File: config.mk
export PLATFORM = sky130hd
export DESIGN_NAME = ysyx_22041071_fetch_queue
export DESIGN_NICKNAME = d
export VERILOG_FILES = /design/src/rtl/ysyx_22041071_fetch_queue_pkg.sv /design/src/rtl/ysyx_22041071_sync_fifo.sv /design/src/rtl/ysyx_22041071_fetch_queue.sv
export SDC_FILE = /design/constraint.sdc
export NUM_CORES = 1
export LEC_CHECK = 0
export CAP_MARGIN = 30
export CORE_UTILIZATION = 40
export CTS_BUF_LIST = sky130_fd_sc_hd__clkbuf_2 sky130_fd_sc_hd__clkbuf_4 sky130_fd_sc_hd__clkbuf_8
export CTS_CLUSTER_SIZE = 12
export DETAILED_ROUTE_END_ITERATION = 16
export GPL_TIMING_DRIVEN = 0
export PLACE_DENSITY_LB_ADDON = 0.25
export SETUP_SLACK_MARGIN = 0.05
export SLEW_MARGIN = 20
export SYNTH_ARGS = -nofsm -noshare
export SYNTH_HDL_FRONTEND = slang
export SYNTH_SLANG_ARGS = --single-unit
File: constraint.sdc
create_clock -name clk -period 4.3 [get_ports clk]
set_input_delay 0.645 -clock clk [delete_from_list [all_inputs] [get_ports clk]]
set_output_delay 0.645 -clock clk [all_outputs]
set_load 0.05 [all_outputs]
File: src/rtl/ysyx_22041071_fetch_queue_pkg.sv
// rtl/ysyx_22041071_fetch_queue_pkg.sv - shared constants for the decoupled fetch front end
package ysyx_22041071_fetch_queue_pkg;

  localparam logic [63:0] RESET_PC_DEFAULT = 64'h8000_0000;
  // Canonical RISC-V NOP (addi x0, x0, 0), reserved for bubble insertion.
  localparam logic [31:0] NOP_INS          = 32'h0000_0013;
  localparam int unsigned PC_STEP          = 4;

endpackage

File: src/rtl/ysyx_22041071_sync_fifo.sv
// rtl/ysyx_22041071_sync_fifo.sv - power-of-two synchronous FIFO with flush and occupancy count
module ysyx_22041071_sync_fifo #(
  parameter  int WIDTH = 64,
  parameter  int DEPTH = 4,
  localparam int AW    = $clog2(DEPTH),
  localparam int CW    = $clog2(DEPTH + 1)
) (
  input  logic             clk,
  input  logic             rst_n,
  input  logic             push_i,
  input  logic [WIDTH-1:0] data_i,
  input  logic             pop_i,
  input  logic             flush_i,
  output logic [WIDTH-1:0] head_o,
  output logic [CW-1:0]    count_o
);

  logic [WIDTH-1:0] mem_q [DEPTH];
  logic [AW-1:0]    wr_ptr_q, rd_ptr_q;
  logic [CW-1:0]    count_q;
  logic             do_push, do_pop;

  assign do_push = push_i & (count_q != CW'(DEPTH));
  assign do_pop  = pop_i & (count_q != '0);

  always_ff @(posedge clk or negedge rst_n) begin
    if (!rst_n) begin
      wr_ptr_q <= '0;
      rd_ptr_q <= '0;
      count_q  <= '0;
    end else if (flush_i) begin
      wr_ptr_q <= '0;
      rd_ptr_q <= '0;
      count_q  <= '0;
    end else begin
      if (do_push) wr_ptr_q <= wr_ptr_q + AW'(1);
      if (do_pop)  rd_ptr_q <= rd_ptr_q + AW'(1);
      count_q <= count_q + CW'(do_push) - CW'(do_pop);
    end
  end

  // Storage needs no reset: the occupancy count guards every read.
  always_ff @(posedge clk) begin
    if (do_push && !flush_i) mem_q[wr_ptr_q] <= data_i;
  end

  assign head_o  = mem_q[rd_ptr_q];
  assign count_o = count_q;

endmodule

File: src/rtl/ysyx_22041071_fetch_queue.sv
// rtl/ysyx_22041071_fetch_queue.sv - credit-based pipelined instruction fetch with in-order queue and redirect flush
module ysyx_22041071_fetch_queue
  import ysyx_22041071_fetch_queue_pkg::*;
#(
  parameter int                ADDR_W   = 64,
  parameter int                INS_W    = 32,
  parameter int                DEPTH    = 4,
  parameter logic [ADDR_W-1:0] RESET_PC = ADDR_W'(RESET_PC_DEFAULT)
) (
  input  logic              clk,
  input  logic              reset_n,
  output logic              imem_req_valid,
  input  logic              imem_req_ready,
  output logic [ADDR_W-1:0] imem_req_addr,
  input  logic              imem_rsp_valid,
  input  logic [INS_W-1:0]  imem_rsp_data,
  input  logic              redirect_valid,
  input  logic [ADDR_W-1:0] redirect_pc,
  output logic              out_valid,
  input  logic              out_ready,
  output logic [ADDR_W-1:0] out_pc,
  output logic [INS_W-1:0]  out_ins,
  output logic [ADDR_W-1:0] out_snpc
);

  localparam int CW = $clog2(DEPTH + 1);

  logic [ADDR_W-1:0]       fetch_pc_q, fetch_pc_d;
  logic [CW-1:0]           inflight_q, inflight_d;
  logic [CW-1:0]           stale_q, stale_d;
  logic [CW-1:0]           q_count, tag_count;
  logic [ADDR_W-1:0]       tag_head;
  logic [ADDR_W+INS_W-1:0] q_head;
  logic                    req_fire, rsp_ok, rsp_live, enq, deq;

  // Credit covers both queued and in-flight entries, so the queue can never overflow.
  assign imem_req_valid = reset_n & ~redirect_valid &
                          (({1'b0, q_count} + {1'b0, inflight_q}) < (CW+1)'(DEPTH));
  assign imem_req_addr  = fetch_pc_q;

  assign req_fire = imem_req_valid & imem_req_ready;
  assign rsp_ok   = imem_rsp_valid & (inflight_q != '0);
  assign rsp_live = rsp_ok & (stale_q == '0) & (tag_count != '0);
  assign enq      = rsp_live & ~redirect_valid;
  assign deq      = out_valid & out_ready & ~redirect_valid;

  always_comb begin
    fetch_pc_d = fetch_pc_q;
    stale_d    = stale_q;
    inflight_d = inflight_q + CW'(req_fire) - CW'(rsp_ok);
    if (redirect_valid) begin
      // Everything still outstanding after this cycle belongs to the old path.
      fetch_pc_d = redirect_pc;
      stale_d    = inflight_d;
    end else begin
      if (req_fire) fetch_pc_d = fetch_pc_q + ADDR_W'(PC_STEP);
      if (rsp_ok && stale_q != '0) stale_d = stale_q - CW'(1);
    end
  end

  always_ff @(posedge clk or negedge reset_n) begin
    if (!reset_n) begin
      fetch_pc_q <= RESET_PC;
      inflight_q <= '0;
      stale_q    <= '0;
    end else begin
      fetch_pc_q <= fetch_pc_d;
      inflight_q <= inflight_d;
      stale_q    <= stale_d;
    end
  end

  ysyx_22041071_sync_fifo #(.WIDTH(ADDR_W), .DEPTH(DEPTH)) u_tag_fifo (
    .clk     (clk),
    .rst_n   (reset_n),
    .push_i  (req_fire),
    .data_i  (fetch_pc_q),
    .pop_i   (rsp_live),
    .flush_i (redirect_valid),
    .head_o  (tag_head),
    .count_o (tag_count)
  );

  ysyx_22041071_sync_fifo #(.WIDTH(ADDR_W + INS_W), .DEPTH(DEPTH)) u_ins_queue (
    .clk     (clk),
    .rst_n   (reset_n),
    .push_i  (enq),
    .data_i  ({tag_head, imem_rsp_data}),
    .pop_i   (deq),
    .flush_i (redirect_valid),
    .head_o  (q_head),
    .count_o (q_count)
  );

  assign out_valid = (q_count != '0);
  assign out_pc    = out_valid ? q_head[INS_W +: ADDR_W] : '0;
  assign out_ins   = out_valid ? q_head[INS_W-1:0] : '0;
  assign out_snpc  = out_valid ? q_head[INS_W +: ADDR_W] + ADDR_W'(PC_STEP) : '0;

endmodule
# [Yosys cells after proc, flatten, opt, wreduce, memory -nomap -nowiden]
# Memories as Yosys holds them, arrays and structs flattened.
# Index checks and enable logic that the tools add are counted.
[classes] n_lt_le_gt_ge=1 reduce_logical=15 n_bitwise=14 n_eq_ne=2 n_addsub=14 n_mux=21
[ops] cell="$mux W64" count=4
[ops] cell="$add A64 B3 Y64 const B" count=2
[ops] cell="$mux W32" count=1
[ops] cell="$mux W2" count=8
[ops] cell="$and A1 B1 Y1" count=13
[ops] cell="$mux W3" count=4
[ops] cell="$reduce_bool A2 Y1" count=6
[ops] cell="$reduce_bool A3 Y1" count=4
[ops] cell="$add A3 B1 Y3" count=3
[ops] cell="$sub A3 B1 Y3" count=3
[ops] cell="$add A2 B1 Y2 const B" count=4
[ops] cell="$ne A3 B3 Y1 const B" count=2
[ops] cell="$add A3 B3 Y4" count=1
[ops] cell="$lt A4 B3 Y1 const B" count=1
[ops] cell="$mux W1" count=4
[ops] cell="$logic_and A1 B1 Y1" count=3
[ops] cell="$logic_not A3 Y1" count=1
[ops] cell="$sub A3 B1 Y3 const B" count=1
[ops] cell="$logic_not A1 Y1" count=1
[ops] cell="$not A1 Y1" count=1
[totals] output_inout_bits=226 memories=2 mem_bits_rw=640 ff_bits=84 input_bits=102
[mem_list] name="u_ins_queue.mem_q" depth=4 word_bits=96 read_ports=1 rd_clocked_by_memory_dff=0 wr=1 line="ysyx_22041071_sync_fifo.sv:18" rtl="logic [WIDTH-1:0] mem_q [DEPTH];"
[mem_list] name="u_tag_fifo.mem_q" depth=4 word_bits=64 read_ports=1 rd_clocked_by_memory_dff=0 wr=1 line="ysyx_22041071_sync_fifo.sv:18"

# [Depth between registers and ports, before layout]
# Gate-level depths: netlist (run 1).
[logic_depth] ltp_word=9 mapped_depth=15 mapped_depth_nobuf=12

# [By module]
# A second synthesis (run 1) with hierarchy kept.
[hier_totals] cells_unflattened=1871 area_unflattened_um2=31032.3
[by_module_without_submodules] module="ysyx_22041071_sync_fifo at u_ins_queue" instances=1 cells_each=547 area_each_um2=14292.5
[by_module_without_submodules] module="ysyx_22041071_sync_fifo at u_tag_fifo" instances=1 cells_each=379 area_each_um2=9689.3
[by_module_without_submodules] module="ysyx_22041071_fetch_queue" instances=1 cells_each=945 area_each_um2=7050.5

# [Worst setup path before layout (run 1)]
# Ideal clock, no wire load.
[synth_path] path_kind="in2reg" start="input redirect_valid" end="memory u_tag_fifo.mem_q[0][0], enable pin" path_stages=10 path_slack_ns=-0.495 setup_ns=0.429 n_path_buf=4 arrival_ns=4.366 cell_sequence="clkbuf_1 nor4_1 and3_1 and2_1 clkbuf_1 inv_1 clkbuf_1 clkbuf_1 a21oi_1 and2_1"
[synth_between] elab_chain_cells=8 word_cells_on_any_way=9 cone_classes="mux: 2; bitwise: 5; reduce/logical: 2"
[synth_rtl] item="start: declaration" line="ysyx_22041071_fetch_queue.sv:17" rtl="input logic redirect_valid,"
[synth_rtl] item="$not A1 Y1" line="ysyx_22041071_fetch_queue.sv:37" rtl="assign imem_req_valid = reset_n & ~redirect_valid &"
[synth_rtl] item="$and A1 B1 Y1 (2 in series)" line="ysyx_22041071_fetch_queue.sv:37"
[synth_rtl] item="named net imem_req_valid" line="ysyx_22041071_fetch_queue.sv:12" rtl="output logic imem_req_valid,"
[synth_rtl] item="$and A1 B1 Y1" line="ysyx_22041071_fetch_queue.sv:41" rtl="assign req_fire = imem_req_valid & imem_req_ready;"
[synth_rtl] item="$and A1 B1 Y1" line="ysyx_22041071_sync_fifo.sv:23" rtl="assign do_push = push_i & (count_q != CW'(DEPTH));"
[synth_rtl] item="$logic_and A1 B1 Y1" line="ysyx_22041071_sync_fifo.sv:44" rtl="if (do_push && !flush_i) mem_q[wr_ptr_q] <= data_i;"
[synth_rtl] item="$mux W1" line="ysyx_22041071_sync_fifo.sv:44"
[synth_rtl] item="$mux W1 (implied by the code)" line="ysyx_22041071_sync_fifo.sv:44"
[synth_rtl] item="end: declaration" line="ysyx_22041071_sync_fifo.sv:18"
# The timed path passes the listed nets, and every way through them passes these cells.

# [Worst setup path in the final report (run 1)]
[layout_path] start="register u_ins_queue.rd_ptr_q[0]" end="output out_snpc[52]"
[layout_between] elab_chain_cells=3
[layout_rtl] item="start: declaration" line="ysyx_22041071_sync_fifo.sv:19" rtl="logic [AW-1:0] wr_ptr_q, rd_ptr_q;"
[layout_rtl] item="start signal: assignment" line="ysyx_22041071_sync_fifo.sv:37" rtl="if (do_pop) rd_ptr_q <= rd_ptr_q + AW'(1);"
[layout_rtl] item="$mem_v2 Z4 W96"
[layout_rtl] item="$add A64 B3 Y64" line="ysyx_22041071_fetch_queue.sv:98" rtl="assign out_snpc = out_valid ? q_head[INS_W +: ADDR_W] + ADDR_W'(PC_STEP) : '0;"
[layout_rtl] item="$mux W64" line="ysyx_22041071_fetch_queue.sv:98"
[layout_rtl] item="end: declaration" line="ysyx_22041071_fetch_queue.sv:23" rtl="output logic [ADDR_W-1:0] out_snpc"
# Every way passes these cells.

==> load_flow_metrics.sql, run 1 <==
INSERT INTO impl_metrics (metric_group, metric, value, unit) VALUES
('synth', 'synth_top_cells_by_area', 'sky130_fd_sc_hd__edfxtp_1 63%, sky130_fd_sc_hd__mux4_2 12%, sky130_fd_sc_hd__dfrtp_1 6.8%, sky130_fd_sc_hd__and2_1 2.2%, sky130_fd_sc_hd__nand2_1 1.3%', ''),
('sta', 'layout_worst_path_cycle_share', '102', '%'),
('sta', 'setup_slack', '-78.9', 'ps'),
('route', 'drt-pass1-iter-count', '5', ''),
('synth', 'synth.yosys.warnings', '0', ''),
('critical_path', 'worst_path_max_delay_cell', 'sky130_fd_sc_hd__mux4_2', ''),
('synth', 'synth_area_leader_cell', 'sky130_fd_sc_hd__edfxtp_1', ''),
('placement', 'place_hpwl', '57.3', 'mm'),
('synth', 'yosysSeqAreaShare', '69.5', '%'),
('route', 'detail_route.wirelength', '84.9', 'mm'),
('synth', 'synth_top_cell_area_share', '62.6', '%'),
('pwr', 'power_leakage', '13.3', 'nW'),
('global_route', 'grt_pass1_wl', '123', 'mm'),
('clocking', 'clk_transition_reported_paths', '70', 'ps'),
('route', 'ant_nets_after_route', '0', ''),
('sta', 'skew_final', '54.5', 'ps'),
('finish', 'drive_above_1_share', '25.2', '%'),
('global_route', 'via_count_of_the_first_global_routing_pass', '19100', ''),
('clocking', 'cts_root_cell', 'sky130_fd_sc_hd__clkbuf_8', ''),
('pwr', 'sequentialPowerShare', '37.9', '%'),
('synth', 'synth_fp_nets', '1959', ''),
('route', 'dr.first_iter.drc_count', '1759', ''),
('critical_path', 'arrival', '3730', 'ps'),
('critical_path', 'worstPathMaxFanout', '10', ''),
('route', 'routed-via-count', '19200', ''),
('placement', 'gpl.final_weighted_congestion', '0.910', ''),
('synth', 'post_synthesis_instance_area', '30700', 'sq um'),
('critical_path', 'critical-path-max-stage-delay', '410', 'ps'),
('finish', 'areaGrowthSynthToFinish', '28.0', '%'),
('sta', 'period_needed', '4380', 'ps'),
('sta', 'final_setup_viols', '7', ''),
('placement', 'dp_slack', '-997', 'ps'),
('global_route', 'antenna_found_initial', '1', ''),
('floorplanning', 'dieHeight', '279', 'microns'),
('synth', 'syn_area_per_cell', '16.7', 'sq um'),
('synth', 'synth_flop_cell', 'sky130_fd_sc_hd__edfxtp_1', ''),
('sta', 'grt_setup_unrepaired', 'yes', ''),
('pwr', 'vdd_drop_max', '0.376', 'mV'),
('global_route', 'remaining_overflow_grt', '0', ''),
('clocking', 'cts_tree', 'built', ''),
('floorplanning', 'ios', '328', ''),
('finish', 'finish.cell_count_without_fillers', '3518', ''),
('pwr', 'clockPowerShare', '27.0', '%'),
('synth', 'yosys.cell_types.count', '71', ''),
('route', 'drc_errors', '0', ''),
('outcome', 'violations', 'negative setup slack', ''),
('outcome', 'run_status', 'complete, but fails checks', ''),
('synth', 'postSynthRegisterBits', '724', ''),
('hold_path', 'worstHoldPathType', 'input port to async pin', ''),
('route', 'routedWlPerCell', '24.1', 'microns'),
('critical_path', 'end_kind', 'output port', ''),
('global_route', 'grt_start_max_net_pins', '53', ''),
('sta', 'worst_hold_margin', '416', 'ps'),
('global_route', 'global_route.usage.total', '21.4', '%'),
('synth', 'syn_inst', '1834', ''),
('placement', 'placement.io_buffers', '326', ''),
('finish', 'fillerInstances', '6285', ''),
('route', 'route.detailed.vias_per_inst', '5.46', ''),
('sta', 'slew-limit-headroom', '30.6', '%'),
('pwr', 'power_frac_comb', '35.0', '%'),
('synth', 'synth_edf_count', '640', ''),
('critical_path', 'worstSetupPathType', 'register to output port', ''),
('pwr', 'internal', '13.9', 'mW'),
('sta', 'max_slew.worst_pin.slew', '1030', 'ps'),
('clocking', 'number_of_buffers_created_by_cts', '116', ''),
('pwr', 'power.switching_fraction', '37.5', '%'),
('critical_path', 'worstPathCellList', 'buf_12 -> buf_12 -> buf_12 -> mux4_2 -> nand4_4 -> buf_12 -> nor2_4 -> nand4_1 -> buf_4 -> buf_8 -> or3_4 -> a21oi_4 -> buf_6', ''),
('floorplanning', 'starting_utilization_of_the_core_area', '40.4', '%'),
('clocking', 'clk-insertion-delay-late', '750', 'ps'),
('floorplanning', 'floorplan.die_area', '77900', 'sq um'),
('finish', 'nNetsFinal', '2511', '');
path summary, 6_finish.rpt:
path,startpoint,end,slack [ps],cells past startpoint
max,u_ins_queue.rd_ptr_q[0],out_snpc[52],-80,13
min,reset_n,imem_req_addr[62],420,3
max reg2reg,u_ins_queue.count_o[2],u_tag_fifo.mem_q[3][51],330,10
min reg2reg,u_tag_fifo.wr_ptr_q[0],u_tag_fifo.wr_ptr_q[0],550,1
max in group asynchronous,reset_n,imem_req_addr[31],3560,3
min in group clk,redirect_pc[38],imem_req_addr[38],450,3
layout by cell type (no fill, tap or decap), drive strengths merged, types with 18 or more instances in the layout:
master,n
nor4,29
nor3,26
nand2,104
and3,18
dfrtp,83
nor2,96
edfxtp,640
nand3,61
inv,36
a21oi,33
clkinv,48
o21ai,64
mux4,160
dlygate4sd2,34
clkbuf,222
buf,172
ha,20
nand4,60
xnor2,18
xor2,42
and2,113
or3,20
clkdlybuf4s50,239
layer usage:
layer / vias to the layer above / routed length [microns] / global-route usage (%)
met3: 171 / 4940 / 3.08
met2: 775 / 40500 / 34.4
li1: 8418 / - / -
met4: 0 / 2930 / 8.20
met5: - / 0 / 0
met1: 9841 / 36600 / 29.7
cell type report:
| class | instances | area, sq um | area share (%) |
|---|---|---|---|
| sequential | 724 | 21300 | 54.2 |
| clock buffer | 157 | 1920 | 4.88 |
| clock inverter | 61 | 468 | 1.19 |
| antenna | 2 | 5.00 | 0.0127 |
| buffer | 93 | 587 | 1.49 |
| multi-input combinational | 989 | 9260 | 23.6 |
| tap | 1030 | 1290 | 3.28 |
| timing repair buffer | 431 | 4340 | 11.0 |
| inverter | 31 | 116 | 0.296 |
power by group through the flow:
| stage | clock (mW) | combinational (mW) | sequential (mW) |
|---|---|---|---|
| 3_3_place_gp | 0 | 7.45 | 8.53 |
| 6_report | 5.99 | 7.77 | 8.41 |
| 5_1_grt | 6.42 | 8.14 | 8.44 |
| 4_1_cts | 6.14 | 7.58 | 8.40 |
| 3_5_place_dp | 0 | 7.52 | 8.54 |
| 2_1_floorplan | 0 | 4.60 | 8.69 |
critical path, delay by kind of cell (launching register included):
| kind | cells | cell delay [ps] |
|---|---|---|
| muxes | 1 | 410 |
| AOI/OAI and AO/OA | 1 | 170 |
| and+or+nand+nor | 4 | 850 |
| DFF | 1 | 400 |
| buffers and inverters | 7 | 1130 |
cell families (layout without fill, tap and decap cells):
logic type / count (synthesis) / in the layout / share of synthesized area (%)
DFF: 724 / 724 / 69.5
and+or+nand+nor: 560 / 564 / 10.2
AOI/OAI and AO/OA: 173 / 173 / 3.63
muxes: 169 / 169 / 12.1
adders and majority gates: 23 / 23 / 1.01
other: 0 / 2 / 0
xor gates and xnor gates: 60 / 60 / 1.71
buffers and inverters: 125 / 773 / 1.89
state kept, by name, indices dropped and copies added, names as in the netlist:
register / cells
imem_req_addr: 64
u_ins_queue.mem_q: 384
inflight_q: 3
u_tag_fifo.count_o: 3
u_ins_queue.wr_ptr_q: 2
u_tag_fifo.wr_ptr_q: 2
u_tag_fifo.mem_q: 256
u_tag_fifo.rd_ptr_q: 2
u_ins_queue.rd_ptr_q: 2
stale_q: 3
u_ins_queue.count_o: 3
per-stage QoR:
stage          total power [mW]  area (sq um)  utilization (%)   TNS, ps
3_3_place_gp               16.0         35300             46.4  -2430050
2_1_floorplan              13.3         30700                -         0
6_report                   22.2         39300             51.8      -288
4_1_cts                    22.1         38700             50.9      -940
5_1_grt                    23.0         39300             51.7     -1440
3_5_place_dp               16.1         35600             46.9   -155450
timing repair:
| item | CTS | global route |
|---|---|---|
| setup endpoints to repair | 284 | 226 |
| resized for setup | 376 | 65 |
| endpoints found under the hold margin | 33 | 0 |
| hold buffers | 2 | 0 |
| pin swaps | 26 | 26 |
| cloned | 1 | 5 |
| setup buffers | 42 | 43 |
Power figures use the tool's default switching activity.
==> run 2: changes to the inputs <==
- CELL_PAD_IN_SITES_DETAIL_PLACEMENT: default -> 0
- CELL_PAD_IN_SITES_GLOBAL_PLACEMENT: default -> 1
==> run 2 against run 1 <==
  * The run now ends clean
  * Combinational power decreased by 1%
  * Register-to-register slack improved by 30 ps
  * Clock skew down 30 ps
  * Sequential power about the same
  * Global-route usage hardly changed
  * Maximum frequency rose by 2.0%
  * Sequential cell count unchanged
  * Total power fell by 1.2%
  * Critical path depth is 1 lower
  * Count of clock-buffer cells in the layout rose by 12
==> load_flow_metrics.sql, run 2 (synthesis results as in run 1) <==
INSERT INTO impl_metrics (metric_group, metric, value, unit) VALUES
('finish', 'mostFrequentLayoutCells', '640 x sky130_fd_sc_hd__edfxtp_1, 239 x sky130_fd_sc_hd__clkdlybuf4s50_1, 159 x sky130_fd_sc_hd__mux4_2', ''),
('critical_path', 'critical-path-max-stage-delay', '410', 'ps'),
('global_route', 'grt_start_max_net_pins', '46', ''),
('critical_path', 'timing.critical_path.required', '3650', 'ps'),
('clocking', 'htree_num_levels', '3', ''),
('sta', 'final_setup_viols', '0', ''),
('placement', 'placement.io_buffers', '326', ''),
('sta', 'worst_hold_margin', '417', 'ps'),
('critical_path', 'arrival', '3650', 'ps'),
('clocking', 'number_of_buffers_created_by_cts', '115', ''),
('finish', 'number_of_flip_flops_in_the_largest_register', '384', ''),
('finish', 'drive_above_1_share', '25.0', '%'),
('global_route', 'antenna_found_initial', '1', ''),
('route', 'drc_errors', '0', ''),
('flow_run', 'cap_violations', '0', ''),
('route', 'ant_nets_after_route', '0', ''),
('global_route', 'grt_pass1_wl', '123', 'mm'),
('critical_path', 'worstPathMaxFanout', '10', ''),
('critical_path', 'crit_path_cell_count', '12', ''),
('placement', 'place_hpwl', '58.0', 'mm'),
('floorplanning', 'starting_utilization_of_the_core_area', '40.4', '%'),
('critical_path', 'r2r-start', 'u_ins_queue.count_o[2]', ''),
('pwr', 'vdd_drop_max', '0.316', 'mV'),
('global_route', 'via_count_of_the_first_global_routing_pass', '19300', ''),
('outcome', 'run_status', 'completed', ''),
('pwr', 'power-per-cell-area', '561', 'nW/um^2'),
('clocking', 'clk_path_buf_depth', '3', ''),
('global_route', 'remaining_overflow_grt', '0', ''),
('clocking', 'cts_tree', 'built', ''),
('floorplanning', 'placement_rows', '101', ''),
('pwr', 'power_leakage', '13.2', 'nW'),
('placement', 'place_inst', '3204', ''),
('hold_path', 'worstHoldPathType', 'input port to async pin', ''),
('sta', 'grt_setup_unrepaired', 'yes', ''),
('clocking', 'cts_root_cell', 'sky130_fd_sc_hd__clkbuf_8', ''),
('route', 'routed-via-count', '19100', ''),
('placement', 'gpl.final_weighted_congestion', '0.871', ''),
('sta', 'report.final.slew_viol_count', '0', ''),
('sta', 'skew_final', '24.4', 'ps'),
('finish', 'areaGrowthSynthToFinish', '27.2', '%'),
('critical_path', 'end_kind', 'output port', ''),
('route', 'dr.first_iter.drc_count', '1519', ''),
('clocking', 'clk-insertion-delay-late', '730', 'ps'),
('sta', 'max_slew.worst_pin.slew', '934', 'ps'),
('finish', 'top_register', 'u_ins_queue.mem_q', ''),
('clocking', 'clock_sinks', '724', ''),
('route', 'route.detailed.vias_per_inst', '5.44', ''),
('finish', 'fillerInstances', '6303', ''),
('finish', 'finish.cell_count_without_fillers', '3511', ''),
('critical_path', 'regToRegEndpoint', 'u_tag_fifo.mem_q[2][56]', ''),
('sta', 'layout_worst_path_cycle_share', '99.8', '%'),
('critical_path', 'worst_path_max_delay_cell', 'sky130_fd_sc_hd__mux4_2', ''),
('critical_path', 'crit_top_cell', 'sky130_fd_sc_hd__buf_8', ''),
('sta', 'hold_viol', '0', ''),
('critical_path', 'worstPathCellList', 'buf_8 -> buf_12 -> mux4_2 -> ha_4 -> nand4_4 -> nor4_4 -> nand4_1 -> buf_4 -> buf_8 -> or3_1 -> a21oi_2 -> buf_6', ''),
('floorplanning', 'floorplan.core_area', '75900', 'sq um'),
('sta', 'setup_tns', '0', 'ps'),
('route', 'drt-pass1-iter-count', '7', ''),
('critical_path', 'buf_inv_on_cp', '5', ''),
('route', 'detail_route.wirelength', '84.6', 'mm'),
('clocking', 'clk_transition_reported_paths', '70', 'ps'),
('sta', 'slew-limit-headroom', '37.2', '%'),
('critical_path', 'critPathTopFamily', 'simple AND/OR/NAND/NOR gates', ''),
('critical_path', 'critical_path.startpoint_type', 'register', ''),
('critical_path', 'endpoint', 'out_snpc[44]', ''),
('critical_path', 'r2r_slack', '360', 'ps'),
('critical_path', 'worst-r2r-cell-count', '10', ''),
('finish', 'layout_commonest_cell', 'sky130_fd_sc_hd__edfxtp_1', ''),
('critical_path', 'crit_start', 'u_ins_queue.rd_ptr_q[0]', ''),
('sta', 'fmaxAchievable', '0.233', 'GHz'),
('global_route', 'global_route.usage.total', '21.4', '%'),
('floorplanning', 'dieHeight', '279', 'microns'),
('route', 'routedWlPerCell', '24.1', 'microns'),
('sta', 'period_needed', '4290', 'ps'),
('floorplanning', 'floorplan.die_area', '77900', 'sq um'),
('floorplanning', 'die_x', '279', 'microns'),
('floorplanning', 'ios', '328', ''),
('critical_path', 'worstSetupPathType', 'register to output port', ''),
('finish', 'nNetsFinal', '2513', '');
## run 2: cell types whose count changed in the layout (fill, tap and decap cells not counted), moves of 6 or more
| cell | change |
|---|---|
| sky130_fd_sc_hd__clkinv_2 | -12 |
| sky130_fd_sc_hd__buf_4 | +7 |
| sky130_fd_sc_hd__buf_6 | -8 |
| sky130_fd_sc_hd__clkbuf_8 | +6 |
| sky130_fd_sc_hd__clkbuf_4 | +7 |
| sky130_fd_sc_hd__buf_2 | +13 |
## run 2: worst min-delay path by stage
| stage | slack (ps) | endpoint |
|---|---|---|
| CTS | 380 | imem_req_addr[61] |
| global route | 430 | imem_req_addr[61] |
| finish | 420 | imem_req_addr[61] |
| floorplan | 350 | imem_req_addr[0] |
| global placement | 520 | u_tag_fifo.mem_q[2][0] |
| detailed placement | 540 | u_tag_fifo.mem_q[1][0] |
## run 2: layer usage
metal	part of all wire, %	wire [microns]	vias up	track usage, %
met5	0	0	-	0
met2	49	41900	693	35.7
met4	3.0	2520	0	8.24
met3	5.6	4780	154	3.40
li1	-	-	8408	-
met1	42	35400	9851	28.3
## run 2: per-stage QoR
stage | total power [mW] | util, % | setup slack, ps | area (sq um)
6_report | 21.9 | 51.4 | 8.53 | 39100
3_5_place_dp | 16.1 | 46.9 | -893 | 35600
4_1_cts | 22.0 | 50.9 | -82.8 | 38700
5_1_grt | 22.8 | 51.4 | -84.9 | 39100
2_1_floorplan | 13.3 | - | 89.3 | 30700
3_3_place_gp | 16.0 | 46.4 | -4660 | 35300
## run 2: power by group
part,switching (mW),internal [mW],total [mW]
clock,2.68,3.13,5.81
sequential,0.372,8.04,8.41
combinational,5.17,2.52,7.69
total,8.22,13.7,21.9
## run 2: timing repair
item	CTS	global route
endpoints found under the hold margin	43	0
buffers inserted	54	37
cloned	1	1
pin swaps	27	19
hold buffers	1	0
endpoints found under the setup margin	335	224
gates resized for setup	342	80
## run 2: area by class of cell
type                       instances  area (sq um)  share of cell area (%)
clock buffer                     169          2050                    5.25
inverter                          31           116                   0.298
tap                             1030          1290                    3.30
buffer                            93           554                    1.42
sequential                       724         21300                    54.6
timing repair buffer             437          4260                    10.9
antenna                            1          2.50                 0.00641
multi-input combinational        986          9220                    23.6
clock inverter                    40           249                   0.638
## run 2: worst register-to-register path: stages (launching register included)
cell	delay, ps
sky130_fd_sc_hd__dfrtp_1	460
sky130_fd_sc_hd__ha_1	300
sky130_fd_sc_hd__nor4_1	190
sky130_fd_sc_hd__and3_1	270
sky130_fd_sc_hd__and2_2	340
sky130_fd_sc_hd__inv_1	130
sky130_fd_sc_hd__clkbuf_1	300
sky130_fd_sc_hd__clkbuf_1	450
sky130_fd_sc_hd__a21oi_4	370
sky130_fd_sc_hd__and2_4	440
sky130_fd_sc_hd__buf_16	290
